--- config.mk ---
export PLATFORM = sky130hd
export DESIGN_NAME = branch_resolve_unit_flat
export DESIGN_NICKNAME = d
export VERILOG_FILES = /design/src/rtl/branch_resolve_unit_pkg.sv /design/src/rtl/branch_resolve_unit_if.sv /design/src/rtl/branch_resolve_unit_br_target_gen.sv /design/src/rtl/branch_resolve_unit.sv /design/src/flat_wrapper.sv
export SDC_FILE = /design/constraint.sdc
export NUM_CORES = 1
export LEC_CHECK = 0
export CORE_UTILIZATION = 41
export DETAILED_ROUTE_END_ITERATION = 10
export PLACE_DENSITY = 0.74
export SLEW_MARGIN = 20
export SYNTH_ARGS = -nofsm -noshare
export SYNTH_HDL_FRONTEND = slang
export SYNTH_SLANG_ARGS = --single-unit
export TNS_END_PERCENT = 20
--- constraint.sdc ---
create_clock -name clk -period 3 [get_ports clk]
set_input_delay 0.6 -clock clk [delete_from_list [all_inputs] [get_ports clk]]
set_output_delay 0.6 -clock clk [all_outputs]
set_load 0.02 [all_outputs]
--- src/rtl/branch_resolve_unit_pkg.sv ---
// Shared definitions for the branch resolve unit: datapath width, FSM encodings, ALU opcodes.
package branch_resolve_unit_pkg;

    localparam int unsigned XLEN = 64;

    // FSM state encodings
    localparam logic [1:0] ST_RUN    = 2'd0;
    localparam logic [1:0] ST_SQUASH = 2'd1;
    localparam logic [1:0] ST_TRAP   = 2'd2;

    typedef logic [1:0] state_t;

    // ALU opcode that produces the JALR target (base + offset)
    localparam int unsigned ALU_OP_W = 4;
    localparam logic [ALU_OP_W-1:0] ALU_OP_JALR_ADD = 4'b1011;

endpackage

--- src/rtl/branch_resolve_unit_if.sv ---
// EX-stage bundle seen by the branch resolve unit: instruction class, operands and ALU outcome.
interface branch_resolve_unit_if;
    import branch_resolve_unit_pkg::*;

    logic            valid;
    logic            is_branch;
    logic            is_jal;
    logic            is_jalr;
    logic [XLEN-1:0] pc;
    logic [XLEN-1:0] imm;
    logic [XLEN-1:0] alu_result;
    logic            br_taken_n;

    modport master (
        output valid, is_branch, is_jal, is_jalr, pc, imm, alu_result, br_taken_n
    );

    modport slave (
        input valid, is_branch, is_jal, is_jalr, pc, imm, alu_result, br_taken_n
    );
endinterface

--- src/rtl/branch_resolve_unit_br_target_gen.sv ---
// Combinational redirect target and word-alignment check for branch/JAL/JALR.
module br_target_gen
    import branch_resolve_unit_pkg::*;
(
    input  logic            is_jalr,
    input  logic [XLEN-1:0] pc,
    input  logic [XLEN-1:0] imm,
    input  logic [XLEN-1:0] alu_result,
    output logic [XLEN-1:0] target_c,
    output logic            misalign_c
);

    // JALR clears bit 0 of base+offset; others are PC-relative, wrapping modulo 2^64
    always_comb begin
        target_c   = is_jalr ? (alu_result & ~XLEN'(1)) : (pc + imm);
        misalign_c = (target_c[1:0] != 2'b00);
    end

endmodule

--- src/rtl/branch_resolve_unit.sv ---
// Resolves EX-stage control transfers: steers the fetch PC, flushes, links, traps on
// misaligned targets and keeps saturating branch statistics.
module branch_resolve_unit
    import branch_resolve_unit_pkg::*;
#(
    parameter logic [63:0] RESET_PC = 64'h0,
    parameter int unsigned CNT_W    = 32
) (
    input  logic                clk,
    input  logic                rst_n,
    input  logic                stall,
    input  logic                trap_ack,
    branch_resolve_unit_if.slave ex,
    output logic [XLEN-1:0]     if_pc,
    output logic                flush,
    output logic                link_valid,
    output logic [XLEN-1:0]     link_data,
    output logic                trap_misalign,
    output logic [XLEN-1:0]     trap_addr,
    output logic [CNT_W-1:0]    br_cnt,
    output logic [CNT_W-1:0]    taken_cnt
);

    state_t          state_q;
    state_t          state_d;
    logic [XLEN-1:0] pc_d;
    logic [XLEN-1:0] trap_addr_d;

    logic            is_jalr;
    logic            is_jal;
    logic            is_br;
    logic            live;
    logic            redirect;
    logic            misalign;
    logic            br_ev;
    logic            taken_ev;
    logic [XLEN-1:0] target;
    logic            tgt_misalign;

    // Overlapping class bits resolve as jalr > jal > branch
    always_comb begin
        is_jalr  = ex.is_jalr;
        is_jal   = ex.is_jal & ~ex.is_jalr;
        is_br    = ex.is_branch & ~ex.is_jal & ~ex.is_jalr;
        live     = ex.valid & (state_q == ST_RUN);
        redirect = live & (is_jalr | is_jal | (is_br & ~ex.br_taken_n));
        misalign = redirect & tgt_misalign;
        br_ev    = live & is_br;
        taken_ev = br_ev & ~ex.br_taken_n;
    end

    br_target_gen u_target (
        .is_jalr    (is_jalr),
        .pc         (ex.pc),
        .imm        (ex.imm),
        .alu_result (ex.alu_result),
        .target_c   (target),
        .misalign_c (tgt_misalign)
    );

    // Combinational outputs are gated off while reset is held
    always_comb begin
        flush         = rst_n & redirect;
        link_valid    = rst_n & live & (is_jal | is_jalr);
        link_data     = ex.pc + XLEN'(4);
        trap_misalign = (state_q == ST_TRAP);
    end

    always_ff @(posedge clk or negedge rst_n) begin
        if (!rst_n) begin
            state_q   <= ST_RUN;
            if_pc     <= RESET_PC;
            trap_addr <= '0;
        end else begin
            state_q   <= state_d;
            if_pc     <= pc_d;
            trap_addr <= trap_addr_d;
        end
    end

    // Next-state and next-PC selection; a redirect wins over a stall
    always_comb begin
        state_d     = state_q;
        pc_d        = if_pc;
        trap_addr_d = trap_addr;
        case (state_q)
            ST_RUN: begin
                if (redirect) begin
                    if (misalign) begin
                        trap_addr_d = target;
                        state_d     = ST_TRAP;
                    end else begin
                        pc_d    = target;
                        state_d = ST_SQUASH;
                    end
                end else if (!stall) begin
                    pc_d = if_pc + XLEN'(4);
                end
            end
            ST_SQUASH: begin
                if (!stall) begin
                    pc_d = if_pc + XLEN'(4);
                end
                state_d = ST_RUN;
            end
            ST_TRAP: begin
                if (trap_ack) begin
                    state_d = ST_RUN;
                end
            end
            default: state_d = ST_RUN;
        endcase
    end

    // Saturating resolved/taken branch counters
    always_ff @(posedge clk or negedge rst_n) begin
        if (!rst_n) begin
            br_cnt    <= '0;
            taken_cnt <= '0;
        end else begin
            if (br_ev && (br_cnt != '1)) begin
                br_cnt <= br_cnt + CNT_W'(1);
            end
            if (taken_ev && (taken_cnt != '1)) begin
                taken_cnt <= taken_cnt + CNT_W'(1);
            end
        end
    end

endmodule

--- src/flat_wrapper.sv ---
// flat-port wrapper written by rule: the top's interface ports become plain ports
module branch_resolve_unit_flat import branch_resolve_unit_pkg::*;
#(
    parameter logic [63:0] RESET_PC = 64'h0,
    parameter int unsigned CNT_W    = 32
)
  (clk, rst_n, stall, trap_ack, if_pc, flush, link_valid, link_data, trap_misalign, trap_addr, br_cnt, taken_cnt, ex_valid, ex_is_branch, ex_is_jal, ex_is_jalr, ex_pc, ex_imm, ex_alu_result, ex_br_taken_n);
  branch_resolve_unit_if ex_i ();
  input  logic clk;
  input  logic rst_n;
  input  logic stall;
  input  logic trap_ack;
  output logic [XLEN-1:0] if_pc;
  output logic flush;
  output logic link_valid;
  output logic [XLEN-1:0] link_data;
  output logic trap_misalign;
  output logic [XLEN-1:0] trap_addr;
  output logic [CNT_W-1:0] br_cnt;
  output logic [CNT_W-1:0] taken_cnt;
  input wire logic [$bits(ex_i.valid)-1:0] ex_valid;
  input wire logic [$bits(ex_i.is_branch)-1:0] ex_is_branch;
  input wire logic [$bits(ex_i.is_jal)-1:0] ex_is_jal;
  input wire logic [$bits(ex_i.is_jalr)-1:0] ex_is_jalr;
  input wire logic [$bits(ex_i.pc)-1:0] ex_pc;
  input wire logic [$bits(ex_i.imm)-1:0] ex_imm;
  input wire logic [$bits(ex_i.alu_result)-1:0] ex_alu_result;
  input wire logic [$bits(ex_i.br_taken_n)-1:0] ex_br_taken_n;
  assign ex_i.valid = ex_valid;
  assign ex_i.is_branch = ex_is_branch;
  assign ex_i.is_jal = ex_is_jal;
  assign ex_i.is_jalr = ex_is_jalr;
  assign ex_i.pc = ex_pc;
  assign ex_i.imm = ex_imm;
  assign ex_i.alu_result = ex_alu_result;
  assign ex_i.br_taken_n = ex_br_taken_n;
  branch_resolve_unit #(.RESET_PC(RESET_PC), .CNT_W(CNT_W)) u_core (.clk(clk), .rst_n(rst_n), .stall(stall), .trap_ack(trap_ack), .ex(ex_i), .if_pc(if_pc), .flush(flush), .link_valid(link_valid), .link_data(link_data), .trap_misalign(trap_misalign), .trap_addr(trap_addr), .br_cnt(br_cnt), .taken_cnt(taken_cnt));
endmodule
== Word-level counts from Yosys, hierarchy flattened ==
Cells that the tools add are included.
Storage, ports and cells
  flip-flop bits (word level): 194
  bits of input ports: 201
Operators by class
  add/sub/neg operators: 5
  eq/ne operators: 7
  mux-type cells: 9
  bitwise logic cells: 17
  reduce and logical (&&, ||, !) cells: 8
Operators by type and width (count)
  64-bit two-way mux: 4
  64-bit by 3-bit adder with 64-bit output (second input constant): 2
  64-bit case mux with 2 select lines: 1
  32-bit by 1-bit adder with 32-bit output (second input constant): 2
  64-bit adder: 1
  32-bit != test (second input constant): 2
  1-bit bitwise AND: 12
  2-bit two-way mux: 3
  2-bit case mux with 2 select lines: 1
  2-bit AND reduction: 2
  2-bit nonzero test: 2
  3-bit != test (second input constant): 1
  1-bit inverter: 3
  3-bit AND reduction: 1
  2-bit by 1-bit == test with 1-bit output (second input constant): 1
  2-bit == test (second input constant): 1
  1-bit logical AND: 2
  2-bit logical NOT: 1
  2-bit by 1-bit != test with 1-bit output (second input constant): 1
  2-bit != test (second input constant): 1
  1-bit bitwise OR: 2

== Depth between registers and ports, before layout ==
  word-level depth: 10
  mapped depth: 13
  mapped depth without buffers: 13

== Hierarchy ==
From an unflattened synthesis, not the netlist that was laid out.
Second synthesis, totals
  cells, all modules: 1813
  area total of the unflattened synthesis: 15139.5 µm²
By module, submodules not included
  branch_resolve_unit: times used 1, cells an instance 1111, area each 10644.0 µm², seq. area each 4854.7 µm²
  br_target_gen: times used 1, cells an instance 702, area each 4495.6 µm², seq. area each 0.0 µm²

== Worst setup path after synthesis ==
Ideal clock, no wire load.
  path kind: input to output
  start: input ex_pc[14]
  end: output link_data[63]
  arrival time: 2.688 ns
  setup slack: -0.288 ns
  stages on the path: 11
  path through: and4_4 nand4_2 nor3_4 and4_4 nand3_1 or2_1 buf_6 nor2_2 nand4_2 nor3_2 xor2_1
On the way
  cells in the longest elaborated chain, start to end: 1
Ends and longest elaborated chain
  start, declared: RTL line flat_wrapper.sv:25  | input wire logic [$bits(ex_i.pc)-1:0] ex_pc;
  64-bit by 3-bit adder with 64-bit output: RTL line branch_resolve_unit.sv:65  | link_data = ex.pc + XLEN'(4);
  end, declared: RTL line flat_wrapper.sv:16  | output logic [XLEN-1:0] link_data;
No other way between the ends.

== Worst setup path in the final report ==
  start: input ex_pc[5]
  end: output link_data[61]
The elaborated chain is that of the path after synthesis.

==> metrics.md <==
| Metric | Value |
|---|---|
| Initial antenna violation count | 6 |
| Leak | 11.46 nW |
| Clock sinks | 194 |
| Clock skew | 0.008369 ns |
| Top FF cell, synth | dfrtp_1 |
| Ys async rst share | 1.000 |
| Die W | 194.1 µm |
| Cells along the critical path | buf_6 -> and4_4 -> nand4_4 -> buf_6 -> nor3_4 -> and4_4 -> nand3_2 -> or2_4 -> nor2_4 -> nand4_4 -> buf_4 -> nor2_4 -> xor2_2 -> buf_4 |
| Crit-path max cell delay | 0.29 ns |
| Total grt overflow | 0 |
| CP max-delay cell | and4_4 |
| Clock root buffer | clkbuf_16 |
| Initial Utilization | 0.4154 |
| Netlist area before placement | 15130 µm² |
| DRT iter0 DRCs | 1591 |
| Worst slack at placement | -1.485 ns |
| Die area | 37690 µm² |
| Number of synthesized flops with an enable pin | 0 |
| Area added between synthesis and finish | 70.03% |
| Post-DP HPWL | 51.52 mm |
| Status | finished, violations left |
| Fmax | 287.5 MHz |
| Total CTS buffers | 17 |
| Number of synthesized register bits | 194 |
| Placed Cells | 3128 |
| Total Power | 0.01528 W |
| Yosys top cell by area | dfrtp_1 |
| Fin worst setup slack | -0.4778 ns |
| Routability cong. | 0.9872 |
| Vias per cell | 5.745 |
| RSZ-0062 raised after global routing | yes |
| Worst-Margin Slew | 1.028 ns |
| Wirelength, routed | 67.96 mm |
| Worst setup path startpoint | ex_pc[5] |
| Peak supply drop | 0.4394 mV |
| Clock-pin slew on the worst setup and hold paths | 0.07 ns |
| Crit path capture | link_data[61] |
| Commonest cells after routing, fill and taps aside | 431 x buf_4, 331 x clkdlybuf4s50_1, 283 x nand2_1, 194 x dfrtp_1, 143 x a21oi_1 |
| # rows | 70 |
| I/O Pins | 460 |
| CP arrival | 2.88 ns |
| Final Max Tran Viols | 0 |
| Worst hold-check path type | in -> async |
| Critical path depth | 14 |
| Period utilization | 1.159 |
| Drt drc | 0 |
| Commonest non-fill, non-tap cell in the layout | buf_4 |
| Initial DRT Pass Iterations | 6 |
| Final #Nets | 3007 |
| Port bufs | 458 |
| Top cells by area, synth | dfrtp_1 32%, xnor2_1 7.3%, nand2_1 7.3%, ha_1 5.5%, a21oi_1 5.5% |
| Post-DP Area | 23120 µm² |
| Netlist cell types | 95 |
| Setup slack, reg-to-reg | 0.32 ns |
| Routed Antenna Nets | 0 |
| Fin. Hold Viols | 0 |
| WP data required | 2.40 ns |
| WL/cell | 21.08 µm |
| R2R Path End | u_core.if_pc[53] |
| DR vias | 18520 |
| Crit. End Element | output pin |
| Hold_buf cts | 0 |
| Critical path launch point type | primary input |
| FF-to-FF path depth | 9 |
| Layout cells sized above 1 | 0.2992 |
| Crit Path Max Fanout | 4 |
| Pwr per Cell Area | 593.9 nW/µm² |
| Largest net degree at the start of global routing | 158 |
| MaxCap Viol Count | 0 |
| Core Footprint | 36430 µm² |
| Slew margin rel. | 0.3145 |
| Fin util | 0.7063 |
| Design area | 25730 µm² |
| Failing checks | negative setup slack |
| Setup CP Type | in -> out |
| Share of the synthesized area in the top cell type | 0.3208 |
| FILL cells | 2780 |
| Synth Warn # | 0 |
| CTS tree | built |
| Chip height | 194.1 µm |
| Register area share after synthesis | 0.3208 |
| Buf/Inv on CP | 4 |
| FF-to-FF Start | u_core.if_pc[30] |
| H-tree depth | 4 |
| Final std cells w/o fill | 3224 |
| Synth Instances | 1898 |
| Final min period | 3.478 ns |
| Clk buf depth | 2 |
| Gate family responsible for the most delay along the worst path | simple AND/OR/NAND/NOR gates |
| Clk_lat worst skew | 0.45 ns |
| Synth Area per Inst | 7.974 µm² |
| First-pass GRT wire length | 101.1 mm |
| GRT Overall Usage | 0.3401 |
| Syn Nets | 2167 |
| Vias in the first global route | 17900 |
| Setup violators final | 52 |
-- report_power, final --
part           switching, W  leakage [nW]  internal [W]
combinational       0.00470          8.74       0.00386
clock               0.00113         0.281       0.00119
sequential         0.000939          2.44       0.00347
-- flip-flops by register name, indices dropped and copies added, names as in the netlist --
register	flops
u_core.trap_addr	64
u_core.state_q	2
u_core.taken_cnt	32
u_core.if_pc	64
u_core.br_cnt	32
-- cells in the mapped netlist, types with 6 or more instances --
master	number
a21o_1	40
and3_1	48
nand2b_1	10
nor4_1	19
a21oi_1	165
a22oi_1	6
o211ai_1	16
or3_1	6
o21ai_1	9
o21ai_0	147
and2_1	19
nor2_2	6
clkbuf_1	70
xor2_1	56
inv_1	39
nor3_1	43
nand2_1	296
o22ai_1	11
o21a_1	12
and4_1	12
mux2i_1	18
xnor2_1	127
ha_1	67
o21bai_1	16
buf_2	16
a31oi_1	21
nand3_1	105
nand4_1	50
nor2_1	115
dfrtp_1	194
-- worst register-to-register path, cell delays in order (launching register included) --
cell	delay, ns
dfrtp_1	0.46
and3_1	0.34
nand3_1	0.35
nor4_1	0.37
buf_4	0.18
nand3_1	0.09
or3_1	0.37
nor3b_1	0.25
a31oi_1	0.07
o211ai_1	0.13
-- routing by layer --
metal | track usage | up-vias | wire, µm
met5 | 0 | - | 13
met4 | 0.1549 | 2 | 3322
met3 | 0.05184 | 166 | 4776
met2 | 0.5518 | 905 | 31510
met1 | 0.4464 | 8919 | 28340
li1 | - | 8530 | -
-- what timing repair did --
item	in CTS	in global routing
resized for setup	412	295
endpoints found under the setup margin	149	130
pin swaps	65	94
setup buffers	20	42
-- cell type report --
class	count	area, µm²	area share
Multi-Input combinational cell	1566	11340	0.4409
Timing Repair Buffer	919	8212	0.3191
Sequential cell	194	4855	0.1887
Tap cell	468	585.6	0.02275
Clock buffer	20	446.7	0.01736
Inverter	40	152.6	0.005932
Clock inverter	12	125.1	0.004862
Antenna cell	5	12.51	0.0004862
-- cell families after synthesis --
logic type	Yosys count	synth area share
flip-flops	194	0.3208
adder cells (fa/ha/maj)	68	0.05671
buffers and inverters	138	0.03819
XOR/XNOR	183	0.1059
multiplexers	22	0.01488
AO/OA/AOI/OAI	519	0.2121
AND/OR/NAND/NOR	774	0.2515
-- worst min path at each step --
stage	end	slack (ns)	depth (start not counted)
detailed placement	u_core.trap_addr[43]	0.47	2
floorplan	u_core.br_cnt[0]	0.30	0
global placement	u_core.trap_addr[0]	0.46	2
finish	u_core.taken_cnt[27]	0.07	1
CTS	u_core.br_cnt[6]	0.07	1
global route	u_core.taken_cnt[27]	0.08	1
-- per-stage QoR --
step	TNS, ns	hold slack, ns
2_1_floorplan	-2.083	0.3044
3_3_place_gp	-124.65	0.4585
3_5_place_dp	-132.96	0.4665
4_1_cts	-11.28	0.07022
5_1_grt	-13.60	0.08296
6_report	-8.422	0.07198
Note: power is estimated with default switching activity, not from simulation.
